<file path="src/rtl/ex_mul_sequencer.sv">
// Shift-add multiplier controller that borrows the shared EX-stage ALU for one
// add per cycle and stalls the pipeline while it owns it.
module ex_mul_sequencer #(
  parameter int WIDTH = 16
) (
  input  logic             clk,
  input  logic             rst,
  input  logic             mul_go,
  input  logic             flush,
  input  logic [WIDTH-1:0] op_a,
  input  logic [WIDTH-1:0] op_b,
  input  logic [WIDTH-1:0] alu_sum,
  output logic             alu_own,
  output logic [WIDTH-1:0] alu_a,
  output logic [WIDTH-1:0] alu_b,
  output logic             stall,
  output logic             done,
  output logic [WIDTH-1:0] product
);

  typedef enum logic [1:0] {
    IDLE = 2'd0,
    RUN  = 2'd1,
    DONE = 2'd2
  } state_t;

  state_t           state_reg;
  logic [WIDTH-1:0] acc_reg;
  logic [WIDTH-1:0] mcand_reg;
  logic [WIDTH-1:0] mplier_reg;
  logic [WIDTH-1:0] product_reg;

  logic in_idle;
  logic in_run;
  logic in_done;
  logic accept;

  assign in_idle = (state_reg == IDLE);
  assign in_run  = (state_reg == RUN);
  assign in_done = (state_reg == DONE);
  assign accept  = in_idle & mul_go & ~flush;

  // Flush must release the ALU and the pipeline in the same cycle it arrives.
  assign alu_own = in_run & ~flush;
  assign alu_a   = alu_own ? acc_reg : '0;
  assign alu_b   = (alu_own & mplier_reg[0]) ? mcand_reg : '0;
  assign stall   = accept | alu_own;
  assign done    = in_done & ~flush;
  assign product = done ? acc_reg : product_reg;

  always_ff @(posedge clk or posedge rst) begin
    if (rst) begin
      state_reg   <= IDLE;
      acc_reg     <= '0;
      mcand_reg   <= '0;
      mplier_reg  <= '0;
      product_reg <= '0;
    end else begin
      case (state_reg)
        IDLE: begin
          if (accept) begin
            mcand_reg  <= op_a;
            mplier_reg <= op_b;
            acc_reg    <= '0;
            state_reg  <= (op_b == '0) ? DONE : RUN;
          end
        end
        RUN: begin
          if (flush) begin
            state_reg <= IDLE;
          end else begin
            acc_reg    <= alu_sum;
            mcand_reg  <= mcand_reg << 1;
            mplier_reg <= mplier_reg >> 1;
            // Stop as soon as no multiplier bits remain above the current one.
            state_reg  <= (mplier_reg[WIDTH-1:1] == '0) ? DONE : RUN;
          end
        end
        DONE: begin
          if (!flush) begin
            product_reg <= acc_reg;
          end
          state_reg <= IDLE;
        end
        default: state_reg <= IDLE;
      endcase
    end
  end

endmodule

</file>
<file path="config.mk">
export PLATFORM = sky130hd
export DESIGN_NAME = ex_mul_sequencer
export DESIGN_NICKNAME = d
export VERILOG_FILES = /design/src/rtl/ex_mul_sequencer.sv
export SDC_FILE = /design/constraint.sdc
export NUM_CORES = 1
export LEC_CHECK = 0
export CAP_MARGIN = 15
export CORE_MARGIN = 1
export CORE_UTILIZATION = 45
export DETAILED_ROUTE_END_ITERATION = 6
export MAX_ROUTING_LAYER = met4
export PLACE_DENSITY = 0.78
export SETUP_SLACK_MARGIN = 0.4
export SLEW_MARGIN = 20
export SYNTH_ARGS = -nofsm -noshare
export SYNTH_HDL_FRONTEND = slang
export SYNTH_SLANG_ARGS = --single-unit
</file>
<file path="constraint.sdc">
create_clock -name clk -period 2.3 [get_ports clk]
set_input_delay 0.46 -clock clk [delete_from_list [all_inputs] [get_ports clk]]
set_output_delay 0.46 -clock clk [all_outputs]
set_load 0.05 [all_outputs]
</file>
==> key figures <==
Run status
  – Outcome: finished, final reports clean

Setup path
  – Critical path capture point: product[15]
  – Worst setup path start: state_reg[0]
  – Cell chain of the critical path: nor3b_4 > buf_6 > buf_16 > mux2_4 > buf_12
  – WP depth: 5
  – CP max stage delay: 0.43 ns
  – Worst r2r path cells: 6
  – Worst setup path category: flop to primary output
  – CP endpoint kind: primary output
  – Worst path bufs/invs: 3
  – R2r setup slk: 0.40 ns
  – CP max stage cell: dfrtp_2
  – Critical Path Source Type: flop
  – Crit path max fanout: 7
  – Critical Path RT: 1.84 ns
  – Crit path DAT: 1.82 ns
  – Family with the most delay on the worst path: buffers and inverters
  – RR Endpoint: mplier_reg[1]
  – FF-to-FF Start: state_reg[0]

Synthesis
  – Top-count cell post-synth: dfrtp_1
  – Synth area leader: dfrtp_1
  – Ys async rst share: 100.0%
  – Register bit total from synthesis: 66
  – Syn nets: 289
  – Synth area leaders: dfrtp_1, mux2_2, mux2_4, and3_1, a22o_1
  – Post-synthesis sequential area ratio: 50.91%
  – List of most frequent post-synthesis cells: dfrtp_1, mux2_2, and3_1, mux2_4, a22o_1
  – Mapped cell area: 3244 µm²
  – Post-Synthesis Cells: 237
  – Yosys synthesis warning count: 0
  – Synth top area share: 50.91%
  – Netlist cell types: 24
  – EDFF count, synth: 0
  – Synth Area per Inst: 13.69 µm²
  – Dominant synthesized flop cell: dfrtp_1

Clock tree
  – H-tree depth: 3
  – Inserted Clock Buffers: 9
  – Reg clk slew, reported paths: 0.08 ns
  – Hold Buf Count CTS: 0
  – CTS tree: built
  – Clk_lat worst skew: 0.35 ns
  – CTS Sinks: 66
  – CTS max path bufs: 2
  – Root buffer cell: clkbuf_8

Die
  – Die Wd: 86.91 µm
  – DIE HEIGHT: 86.91 µm
  – Row cnt: 30
  – Boundary Pins: 103
  – Starting density of the core: 47.23%
  – DIE AREA: 7553 µm²
  – CORE AREA: 6869 µm²

Power
  – Worst VDD drop: 0.6040 mV
  – Cell Pwr Density: 686.4 nW/µm²
  – Post-route total power: 3.877 mW
  – Combinational share of power: 28.6%
  – Sw Share: 29.45%
  – Clock network power share: 30.6%
  – Internal power: 2.735 mW
  – P_sw: 1.142 mW
  – Flop pwr share: 40.9%
  – Pleak: 2.535 nW

Timing
  – Setup_tns: 0 ns
  – Maximum clock frequency: 439.1 MHz
  – Worst slew pin tran: 0.5265 ns
  – Slew margin rel.: 64.90%
  – Final setup vio count: 0
  – Final Worst Setup Slack: 0.02256 ns
  – Final worst path period need: 2.277 ns
  – Part of the cycle the worst path needs: 99.02%
  – Unrepaired setup endpoints after global routing: yes
  – Fin. Hold Viols: 0
  – Clk_skew: 0.008657 ns
  – Final Max Tran Viols: 0

Detailed routing
  – Detailed-route via count: 2620
  – Final wirelength: 10770 µm
  – Routed len/inst: 22.87 µm
  – DRC: 0
  – Remaining antenna violation count: 0
  – DR vias/cell: 5.563
  – DRT iter0 DRCs: 138
  – First-pass iteration count of the detailed router: 6

Global routing
  – Congestion Overflow GR: 0
  – Largest net degree at the start of global routing: 35
  – First-pass GRT wire length: 14780 µm
  – Tot GR Track Use: 27.70%
  – Vias in the first global route: 2755
  – Initial antenna violation count: 0

Flow run
  – Max cap viols: 0

Layout
  – NumNets Final: 422
  – Final Instance Area: 5648 µm²
  – Share of cells above drive strength 1: 59.47%
  – Final Core Density: 82.22%
  – Area growth from synthesis to layout: 74.08%
  – Diode count: 0

Place
  – PortBufs: 102
  – Cell Area, Placed: 4974 µm²
  – RD Place Congestion: 0.8147
  – Pre-CTS WS: -0.09156 ns
  – Hpwl dp: 5821 µm

Worst hold path
  – HP Class: flop to flop
[repair_timing]
action                     CTS  global route
gates resized for setup     53             8
pin swaps                    3             3
hold endpoints to repair     0             0
setup buffers                9             7
setup endpoints to repair   63            53
gates cloned                 3             1
[layout make-up]
cell class                      count  area, µm²
Timing Repair Buffer              140       1923
Fill cell                         332       1221
Multi-Input combinational cell    151       1698
Tap cell                           96      120.1
Clock inverter                      7      117.6
Sequential cell                    66       1654
Clock buffer                        9      123.9
Inverter                            2      11.26
[power groups by stage]
stage	registers, mW	clock network [mW]	logic [mW]
after floorplan	1.50	0	0.664
after global placement	1.56	0	0.973
after detailed placement	1.58	0	0.998
after CTS	1.56	1.19	1.05
after global routing	1.61	1.25	1.16
final	1.58	1.19	1.11
[metal layers]
metal | share of wire (%) | wire (µm) | global-route usage (%) | up-vias
li1 | - | - | - | 1147
met1 | 40 | 4262 | 31.79 | 1325
met2 | 52 | 5580 | 45.17 | 117
met3 | 5.0 | 534 | 6.066 | 31
met4 | 3.7 | 395 | 15.30 | 0
met5 | 0 | 0 | - | -
[how the worst min path moves through the flow]
stage | from | end | slack, ns | cells past startpoint
CTS | mcand_reg[15] | mcand_reg[15] | 0.51 | 1
global placement | mcand_reg[15] | mcand_reg[15] | 0.48 | 1
global route | product_reg[5] | product_reg[5] | 0.52 | 1
floorplan | mcand_reg[15] | mcand_reg[15] | 0.47 | 1
finish | product_reg[7] | product_reg[7] | 0.52 | 1
detailed placement | product_reg[7] | product_reg[7] | 0.49 | 1
[stage by stage]
step / cells / hold WS [ns]
final: 471 / 0.5240
after global routing: 471 / 0.5238
after CTS: 463 / 0.5076
after detailed placement: 435 / 0.4855
after global placement: 435 / 0.4792
after floorplan: 237 / 0.4710
[cell families (layout without fill, tap and decap cells)]
family,count (synthesis),count (layout),synth area share (%)
buffers and inverters,20,158,3.664
AOI/OAI and AO/OA,25,25,6.055
DFF,66,66,50.91
muxes,76,76,29.73
and+or+nand+nor,50,50,9.641
[worst reg2reg max path: stages, from the launching register on]
cell	delay [ns]
dfrtp_2	0.43
buf_4	0.16
nand2b_4	0.08
buf_4	0.12
buf_4	0.35
mux2_4	0.36
mux2_2	0.27
[cell usage in the layout, fill, tap and decap left out, drive strengths merged, types with 4 or more instances in the layout]
cell type,n
a22o,16
and3,32
buf,88
clkbuf,10
clkdlybuf4s50,50
clkinv,4
dfrtp,66
mux2,76
nor4,7
o21ai,5
Note: power is estimated with default switching activity, not from simulation.
